## src/rtl/iter_muldiv_unit.sv

```systemverilog
// Iterative multiply/divide unit: shift-add multiplier and restoring divider.
// Takes one iteration per clock and signals completion with a one-cycle done pulse.
module iter_muldiv_unit #(
    parameter int WIDTH = 32
) (
    input  logic             clk,
    input  logic             reset,
    input  logic             start,
    input  logic             flush,
    input  logic [2:0]       op,
    input  logic [WIDTH-1:0] a,
    input  logic [WIDTH-1:0] b,
    output logic             busy,
    output logic             done,
    output logic [WIDTH-1:0] result_lo,
    output logic [WIDTH-1:0] result_hi,
    output logic             div_zero,
    output logic [1:0]       flags
);
    localparam int CNTW = $clog2(WIDTH) + 1;

    localparam logic [2:0] OP_MUL   = 3'b000;
    localparam logic [2:0] OP_UMULL = 3'b001;
    localparam logic [2:0] OP_SMULL = 3'b010;
    localparam logic [2:0] OP_UDIV  = 3'b100;
    localparam logic [2:0] OP_SDIV  = 3'b101;

    typedef enum logic [1:0] {S_IDLE, S_RUN, S_FIN, S_DONE} state_t;

    state_t           state_q, state_d;
    logic [2:0]       op_q, op_d;
    logic [WIDTH-1:0] acc_q, acc_d;
    logic [WIDTH-1:0] lo_q, lo_d;
    logic [WIDTH-1:0] mcand_q, mcand_d;
    logic [WIDTH-1:0] a_orig_q, a_orig_d;
    logic             sign_a_q, sign_a_d;
    logic             sign_b_q, sign_b_d;
    logic [CNTW-1:0]  cnt_q, cnt_d;
    logic             busy_q, busy_d;
    logic             done_q, done_d;
    logic             div_zero_q, div_zero_d;
    logic [WIDTH-1:0] res_lo_q, res_lo_d;
    logic [WIDTH-1:0] res_hi_q, res_hi_d;
    logic [1:0]       flags_q, flags_d;

    logic               in_signed;
    logic               in_legal;
    logic               accept;
    logic [WIDTH-1:0]   a_mag;
    logic [WIDTH-1:0]   b_mag;
    logic [WIDTH:0]     mul_sum;
    logic [WIDTH:0]     div_sh;
    logic               div_ge;
    logic               signs_differ;
    logic [2*WIDTH-1:0] prod;
    logic [2*WIDTH-1:0] prod_fix;
    logic [WIDTH-1:0]   quo_fix;
    logic [WIDTH-1:0]   rem_fix;

    // acc_q holds the product upper half or the partial remainder; lo_q the multiplier or quotient.
    always_comb begin
        in_signed    = (op == OP_SMULL) || (op == OP_SDIV);
        in_legal     = (op == OP_MUL) || (op == OP_UMULL) || (op == OP_SMULL) ||
                       (op == OP_UDIV) || (op == OP_SDIV);
        accept       = start && !flush && ((state_q == S_IDLE) || (state_q == S_DONE));
        a_mag        = (in_signed && a[WIDTH-1]) ? -a : a;
        b_mag        = (in_signed && b[WIDTH-1]) ? -b : b;
        mul_sum      = {1'b0, acc_q} + (lo_q[0] ? {1'b0, mcand_q} : '0);
        div_sh       = {acc_q, lo_q[WIDTH-1]};
        div_ge       = div_sh >= {1'b0, mcand_q};
        signs_differ = sign_a_q ^ sign_b_q;
        prod         = {acc_q, lo_q};
        prod_fix     = ((op_q == OP_SMULL) && signs_differ) ? -prod : prod;
        quo_fix      = ((op_q == OP_SDIV) && signs_differ) ? -lo_q : lo_q;
        rem_fix      = ((op_q == OP_SDIV) && sign_a_q) ? -acc_q : acc_q;
    end

    always_comb begin
        state_d    = state_q;
        op_d       = op_q;
        acc_d      = acc_q;
        lo_d       = lo_q;
        mcand_d    = mcand_q;
        a_orig_d   = a_orig_q;
        sign_a_d   = sign_a_q;
        sign_b_d   = sign_b_q;
        cnt_d      = cnt_q;
        done_d     = 1'b0;
        div_zero_d = div_zero_q;
        res_lo_d   = res_lo_q;
        res_hi_d   = res_hi_q;
        flags_d    = flags_q;

        case (state_q)
            S_RUN: begin
                cnt_d = cnt_q + CNTW'(1);
                if (op_q[2]) begin
                    acc_d = div_ge ? (div_sh[WIDTH-1:0] - mcand_q) : div_sh[WIDTH-1:0];
                    lo_d  = {lo_q[WIDTH-2:0], div_ge};
                end else begin
                    acc_d = mul_sum[WIDTH:1];
                    lo_d  = {mul_sum[0], lo_q[WIDTH-1:1]};
                end
                if (cnt_q == CNTW'(WIDTH - 1)) begin
                    state_d = S_FIN;
                end
            end
            S_FIN: begin
                state_d    = S_DONE;
                done_d     = 1'b1;
                div_zero_d = 1'b0;
                case (op_q)
                    OP_MUL: begin
                        res_lo_d = prod_fix[WIDTH-1:0];
                        res_hi_d = '0;
                        flags_d  = {prod_fix[2*WIDTH-1], prod_fix == '0};
                    end
                    OP_UMULL, OP_SMULL: begin
                        res_lo_d = prod_fix[WIDTH-1:0];
                        res_hi_d = prod_fix[2*WIDTH-1:WIDTH];
                        flags_d  = {prod_fix[2*WIDTH-1], prod_fix == '0};
                    end
                    OP_UDIV, OP_SDIV: begin
                        // A zero divisor magnitude only arises from b == 0.
                        if (mcand_q == '0) begin
                            res_lo_d   = '0;
                            res_hi_d   = a_orig_q;
                            div_zero_d = 1'b1;
                            flags_d    = 2'b01;
                        end else begin
                            res_lo_d = quo_fix;
                            res_hi_d = rem_fix;
                            flags_d  = {quo_fix[WIDTH-1], quo_fix == '0};
                        end
                    end
                    default: begin
                        res_lo_d = '0;
                        res_hi_d = '0;
                        flags_d  = 2'b00;
                    end
                endcase
            end
            S_DONE: state_d = S_IDLE;
            default: ;
        endcase

        if (accept) begin
            op_d     = op;
            a_orig_d = a;
            sign_a_d = in_signed && a[WIDTH-1];
            sign_b_d = in_signed && b[WIDTH-1];
            acc_d    = '0;
            cnt_d    = '0;
            lo_d     = op[2] ? a_mag : b_mag;
            mcand_d  = op[2] ? b_mag : a_mag;
            state_d  = in_legal ? S_RUN : S_FIN;
        end

        // Flush discards everything the FIN cycle would have written.
        if (flush) begin
            state_d    = S_IDLE;
            done_d     = 1'b0;
            div_zero_d = div_zero_q;
            res_lo_d   = res_lo_q;
            res_hi_d   = res_hi_q;
            flags_d    = flags_q;
        end

        busy_d = (state_d == S_RUN) || (state_d == S_FIN);
    end

    always_ff @(posedge clk or negedge reset) begin
        if (!reset) begin
            state_q    <= S_IDLE;
            op_q       <= '0;
            acc_q      <= '0;
            lo_q       <= '0;
            mcand_q    <= '0;
            a_orig_q   <= '0;
            sign_a_q   <= 1'b0;
            sign_b_q   <= 1'b0;
            cnt_q      <= '0;
            busy_q     <= 1'b0;
            done_q     <= 1'b0;
            div_zero_q <= 1'b0;
            res_lo_q   <= '0;
            res_hi_q   <= '0;
            flags_q    <= '0;
        end else begin
            state_q    <= state_d;
            op_q       <= op_d;
            acc_q      <= acc_d;
            lo_q       <= lo_d;
            mcand_q    <= mcand_d;
            a_orig_q   <= a_orig_d;
            sign_a_q   <= sign_a_d;
            sign_b_q   <= sign_b_d;
            cnt_q      <= cnt_d;
            busy_q     <= busy_d;
            done_q     <= done_d;
            div_zero_q <= div_zero_d;
            res_lo_q   <= res_lo_d;
            res_hi_q   <= res_hi_d;
            flags_q    <= flags_d;
        end
    end

    assign busy      = busy_q;
    assign done      = done_q;
    assign result_lo = res_lo_q;
    assign result_hi = res_hi_q;
    assign div_zero  = div_zero_q;
    assign flags     = flags_q;
endmodule

```

## config.mk

```make
export PLATFORM = sky130hd
export DESIGN_NAME = iter_muldiv_unit
export DESIGN_NICKNAME = d
export VERILOG_FILES = /design/src/rtl/iter_muldiv_unit.sv
export SDC_FILE = /design/constraint.sdc
export NUM_CORES = 1
export LEC_CHECK = 0
export CAP_MARGIN = 20
export CORE_MARGIN = 1.5
export CORE_UTILIZATION = 53
export CTS_CLUSTER_DIAMETER = 50
export DETAILED_ROUTE_END_ITERATION = 7
export HOLD_SLACK_MARGIN = 0.08
export PLACE_DENSITY = 0.84
export RECOVER_POWER = 100
export SLEW_MARGIN = 40
export SYNTH_ARGS = -nofsm -noshare
export SYNTH_HDL_FRONTEND = slang
export SYNTH_SLANG_ARGS = --single-unit
```

## constraint.sdc

```tcl
create_clock -name clk -period 4.1 [get_ports clk]
set_input_delay 0.82 -clock clk [delete_from_list [all_inputs] [get_ports clk]]
set_output_delay 0.82 -clock clk [all_outputs]
set_load 0.01 [all_outputs]
```

### Yosys cells after proc, flatten, opt, wreduce, memory -nomap -nowiden

Index checks and enable logic that the tools add are counted.

| operators by class | value |
|---|---|
| mux-type cells | 32 |
| $add $sub $neg | 8 |
| bitwise gates (word level) | 2 |
| equality and inequality tests | 14 |
| reductions and logical operators | 26 |
| magnitude comparators | 1 |

Operators with widths:

| kind | count |
|---|---|
| $mux 32 | 16 |
| $neg 32->32 | 4 |
| $pmux 32 s2 | 2 |
| $logic_not 32->1 | 2 |
| $logic_not 64->1 | 1 |
| $mux 64 | 1 |
| $neg 64->64 | 1 |
| $add 32x32->33 | 1 |
| $ge 33x32->1 | 1 |
| $sub 32x32->32 | 1 |
| $eq 3x3->1 const B | 4 |
| $mux 6 | 2 |
| $mux 2 | 5 |
| $logic_and 1x1->1 | 7 |
| $logic_or 1x1->1 | 7 |
| $add 6x1->6 const B | 1 |
| $eq 2x2->1 const B | 3 |
| $eq 3x1->1 const B | 2 |
| $eq 3x2->1 const B | 2 |
| $eq 6x5->1 const B | 1 |
| $logic_not 3->1 | 2 |
| $pmux 2 s3 | 1 |
| $eq 2x1->1 const B | 2 |
| $mux 1 | 4 |
| other kinds (9) | 10 |

| storage, ports and cells | value |
|---|---|
| logic and storage cells | 98 |
| bits in registers | 210 |

### Longest topological paths before layout

| depth | value |
|---|---|
| depth after elaboration | 10 |
| depth in mapped cells | 16 |
| mapped depth without buffers | 14 |

### Least setup slack after synthesis

Ideal clock, no wire load.

| path | value |
|---|---|
| path kind | reg2reg |
| from | register lo_q[0] |
| to | register acc_q[29] |
| arrival time | 3625 ps |
| clock period less this slack | 3743 ps |
| stages on the path, launching flop included | 15 |
| library setup time | 118 ps |
| slack | 357 ps |
| required time | 3982 ps |
| cells stage by stage | dfrtp_1 > inv_1 > clkbuf_1 > nor2_1 > ha_1 > a21o_1 > a2111oi_1 > a211oi_1 > o41a_1 > a221oi_1 > nand2b_1 > a31o_2 > a31oi_1 > xnor2_1 > a21o_1 |

| on the way | value |
|---|---|
| word-level cells in the longest chain between the ends | 5 |

RTL lines:

| element | line | source |
|---|---|---|
| from (decl) | 33 | `logic [WIDTH-1:0] lo_q, lo_d;` |
| from (signal assigned) | 193 | `lo_q <= lo_d;` |
| $mux 32 | 68 | `mul_sum = {1'b0, acc_q} + (lo_q[0] ? {1'b0, mcand_q} : '0);` |
| $add 32x32->33 | 68 |  |
| $mux 32 | 97 | `if (op_q[2]) begin` |
| $mux 32 | 94 | `case (state_q)` |
| $mux 32 | 147 | `if (accept) begin` |
| to (signal assigned) | 176 | `acc_q <= '0;` |
| to (signal assigned) | 192 | `acc_q <= acc_d;` |
| to (decl) | 32 | `logic [WIDTH-1:0] acc_q, acc_d;` |

Every way passes these cells. The select of a mux whose other input is x is not followed.
A chain may end at the register's enable or synchronous reset.

### Worst setup path in the final report

| path | value |
|---|---|
| from | register mcand_q[2] |
| to | register acc_q[20] |

| on the way | value |
|---|---|
| word-level cells in the longest chain between the ends | 5 |
| elaborated cells on any way between the ends | 8 |
| classes of those cells | add/sub: 2; order compare: 1; mux: 5 |

RTL lines:

| element | line | source |
|---|---|---|
| from (decl) | 34 | `logic [WIDTH-1:0] mcand_q, mcand_d;` |
| from (signal assigned) | 194 | `mcand_q <= mcand_d;` |
| $mux 32 (tied with other cells) | 68 |  |
| $add 32x32->33 / $mux 32 (equally long branches) | 68, 98 |  |
| $mux 32 (*) | 97 |  |
| $mux 32 (*) | 94 |  |
| $mux 32 (*) | 147 |  |

Every way passes the cells marked *; elsewhere a longest branch is shown, timed or not. The select of a mux whose other input is x is not followed.

==> metrics.md <==
| Metric | Value |
|---|---|
| Slowest stage cell, crit path | ha_1 |
| Synthesized area | around 0.019 mm^2 |
| Part of the cycle the worst path needs | a little over nine tenths |
| Critical Path Max Stage Delay | about 0.43 ns |
| Clk pin slew, worst setup/hold paths | ~0.06 ns |
| Crit-path cells | inv_1, ha_1, nand3_1, o21bai_1, a31oi_1, o21ai_1, o31a_1, o31a_1, o31ai_4, buf_12, buf_4, nor2_1, a211oi_1, a221o_1 |
| Setup TNS | 0 ns |
| Share of cells above drive strength 1 | a little under a tenth |
| Reg-to-Reg Start | mcand_q[2] |
| First-pass GRT wire length | roughly 120000 um |
| Critical path launch point | mcand_q[2] |
| Post-route minimum period | roughly 4 ns |
| DR DRC count | 0 |
| Arrival @ worst endpoint | 4.47 ns |
| Row cnt | between 60 and 70 |
| Pwr dens | 614.9 mW/mm^2 |
| Vias in the first global route | 19110 |
| Initial Utilization | 53.71% |
| Mapped Nets | around 2700 |
| Synthesized area per cell | between 7 and 8 um^2 |
| # clock sinks | 210 |
| CTS root buf | clkbuf_16 |
| WP depth | 14 |
| Area Overhead vs Synth | 19.28% |
| Share of flip-flops with an asynchronous set or reset | 100.0% |
| Hold EP | result_lo[17] |
| DR pass1 iterations | 5 |
| Dpl hpwl | 61120 um |
| IO Pins | 140 |
| GRT Residual Overflow | 0 |
| Achievable clock frequency | roughly 0.25 GHz |
| Worst-path fanout max | 18 |
| Cell mode on critical path | o31a_1 |
| Synth cell types | 82 |
| Hold path depth | 2 |
| Post-synth top flop | dfrtp_1 |
| Total number of vias | 20540 |
| R2r setup slk | about 0.12 ns |
| Dpl cells | 3069 |
| Post-Layout Cell Count | around 3100 |
| Leak | about 9.5 nW |
| CTS tree | built |
| Maximum VDD drop | around 0.45 mV |
| Crit-path leading delay family | compound AO/OA/AOI/OAI gates |
| Status | finished with violations |
| Critical Path Sink Type | register |
| # port buffers | ~140 |
| Deepest clock path buffer count | 3 |
| Slew HR | -87.93% |
| Post-synth EDFFs | 0 |
| Yosys reg bits | 210 |
| Area contributors post-synth | dfrtp_1, o21ai_0, nand2_1, a21oi_1, nor2_1 |
| Worst R2R Path Depth | 14 |
| RD Place Congestion | approximately 1.0 |
| Final nets | between 2000 and 3000 |
| Min-Delay Path Class | register to register |
| H-tree depth | 2 |
| CP Data Required Time | ~4.6 ns |
| Least-Margin Pin Slew | 2.819 ns |
| Synth Instances | around 2500 |
| R2r endpoint | acc_q[20] |
| Avg Vias per Cell | 6.550 |
| HP Start | result_lo[17] |
| # setup viols final | 0 |
| GRT Total Usage | 43.54% |
| Failing checks | max-capacitance violations, max-slew violations |
| N_diodes | 0 |
| Yosys warns | 0 |
| RSZ-0062 raised after global routing | no |
| Die area | ~0.036 mm^2 |
| DRT antenna net count | 0 |
| Total Wirelength | about 79000 um |
| Area leader, netlist | dfrtp_1 |
| Final Hold Vio Count | 0 |
| Fillcell total | around 3100 |
| Initial antenna violation count | 2 |
| DIE HEIGHT | between 150 and 200 um |
| WL/cell | between 20 and 30 um |
| Die Wd | about 190 um |
| WS Path Type | register to register |
| Core area | approximately 0.034 mm^2 |
| Largest net degree at the start of global routing | 128 |
| Max-Cap Viols | 4 |
| Startpoint Class | register |
| Max Transition Viols Final | 294 |
| Worst skew pair latency | about 0.56 ns |
| Initial DRC Count | 2713 |
| Yosys top cell area share | about 28% |
| CTS buffer count | 36 |
| Critical path buffers and inverters | 3 |
| Final clock skew | 0.02838 ns |
| Sequential fraction of the synthesis area | around 28% |
[report_power, final]
part           total [W]  leakage, nW  switching [W]  internal (W)
registers        0.00330         2.65       0.000648       0.00265
logic            0.00722         6.22        0.00441       0.00281
clock network    0.00305        0.588        0.00123       0.00182
[kinds of logic after synthesis]
kind of cell / after synthesis / share of synthesized area, %
AOI/OAI and AO/OA: 811 / 26.77
buffers and inverters: 257 / 5.314
muxes: 47 / 2.576
xor gates and xnor gates: 190 / 8.992
adders and majority gates: 74 / 5.084
and+or+nand+nor: 922 / 22.87
DFF: 210 / 28.40
[final cells by class]
class	instances	area, um^2	area share (%)
well taps	455	569.3	2.579
inverters	69	259.0	1.173
clock inverters	24	230.2	1.043
multi-input cells	2044	12300	55.71
repair buffers	291	2486	11.26
flip-flops and latches	210	5256	23.81
clock buffers	42	974.7	4.416
[cells in the final DEF, fill, tap and decap left out, types with 71 or more instances in the layout]
master,synthesis,layout
xor2_1,83,83
o21ai_0,268,267
a21oi_1,226,226
nor2_1,263,262
dlygate4sd3_1,0,71
buf_4,0,128
nor3_1,74,72
dfrtp_1,210,209
nand2_1,338,338
xnor2_1,107,107
ha_1,72,71
[what timing repair did]
action                                  CTS  global route
endpoints found under the setup margin    0             4
resized for setup                         0             2
setup buffers                             0             0
hold buffers                              0             0
[how the worst max path moves through the flow]
| stage | end | slack [ns] |
|---|---|---|
| detailed placement | acc_q[20] | 0.21 |
| global route | lo_q[4] | 0.01 |
| floorplan | acc_q[29] | 0.36 |
| finish | acc_q[20] | 0.12 |
| CTS | acc_q[20] | 0.19 |
| global placement | flags[0] | 0.10 |
[metal layers]
layer / global-route usage (%) / up-vias / wire [um]
li1: - / 9304 / -
met1: 57.68 / 9648 / 31310
met2: 62.62 / 1352 / 32100
met3: 12.84 / 231 / 9767
met4: 25.64 / 0 / 5660
met5: 0 / - / 0
[cells in the mapped netlist, drive strengths merged (18+ instances only)]
master and number:
nor2 265, ha 72, nor4 44, dfrtp 210
o21a 25, mux2i 42, o31ai 28, nand3 41
clkbuf 171, or3 33, inv 68, nand4 23
a31oi 23, o211ai 69, a221oi 20, nand2b 22
nand2 338, xor2 83, a211oi 18, xnor2 107
o21ai 268, and3 18, a21oi 226, nor3 76
a21o 24
[tightest hold or removal path, delay by kind of cell, from the launching register on]
kind             cells  cell delay (ns)
AND/OR/NAND/NOR      1             0.05
AO/OA/AOI/OAI        1             0.06
flip-flops           1             0.33
[stage by stage]
step	setup slack [ns]	hold slack, ns	power, W	area (um^2)	utilization [%]
final	0.1176	0.4722	0.01357	22070	64.06
after global routing	0.009726	0.4944	0.01423	22070	64.06
after CTS	0.1928	0.2538	0.01346	22200	64.42
after detailed placement	0.2094	0.4653	0.01037	20990	60.92
after global placement	0.1002	0.4596	0.01028	20970	60.85
after floorplan	0.3571	0.4455	0.007455	18510	-
[flip-flops by register name, summed over array words and instances (netlist names)]
register,cells
mcand_q,32
flags,2
done,1
div_zero,1
busy,1
sign_b_q,1
op_q,3
result_lo,32
a_orig_q,32
lo_q,32
state_q,2
cnt_q,6
result_hi,32
sign_a_q,1
acc_q,32
Power figures use the tool's default switching activity.
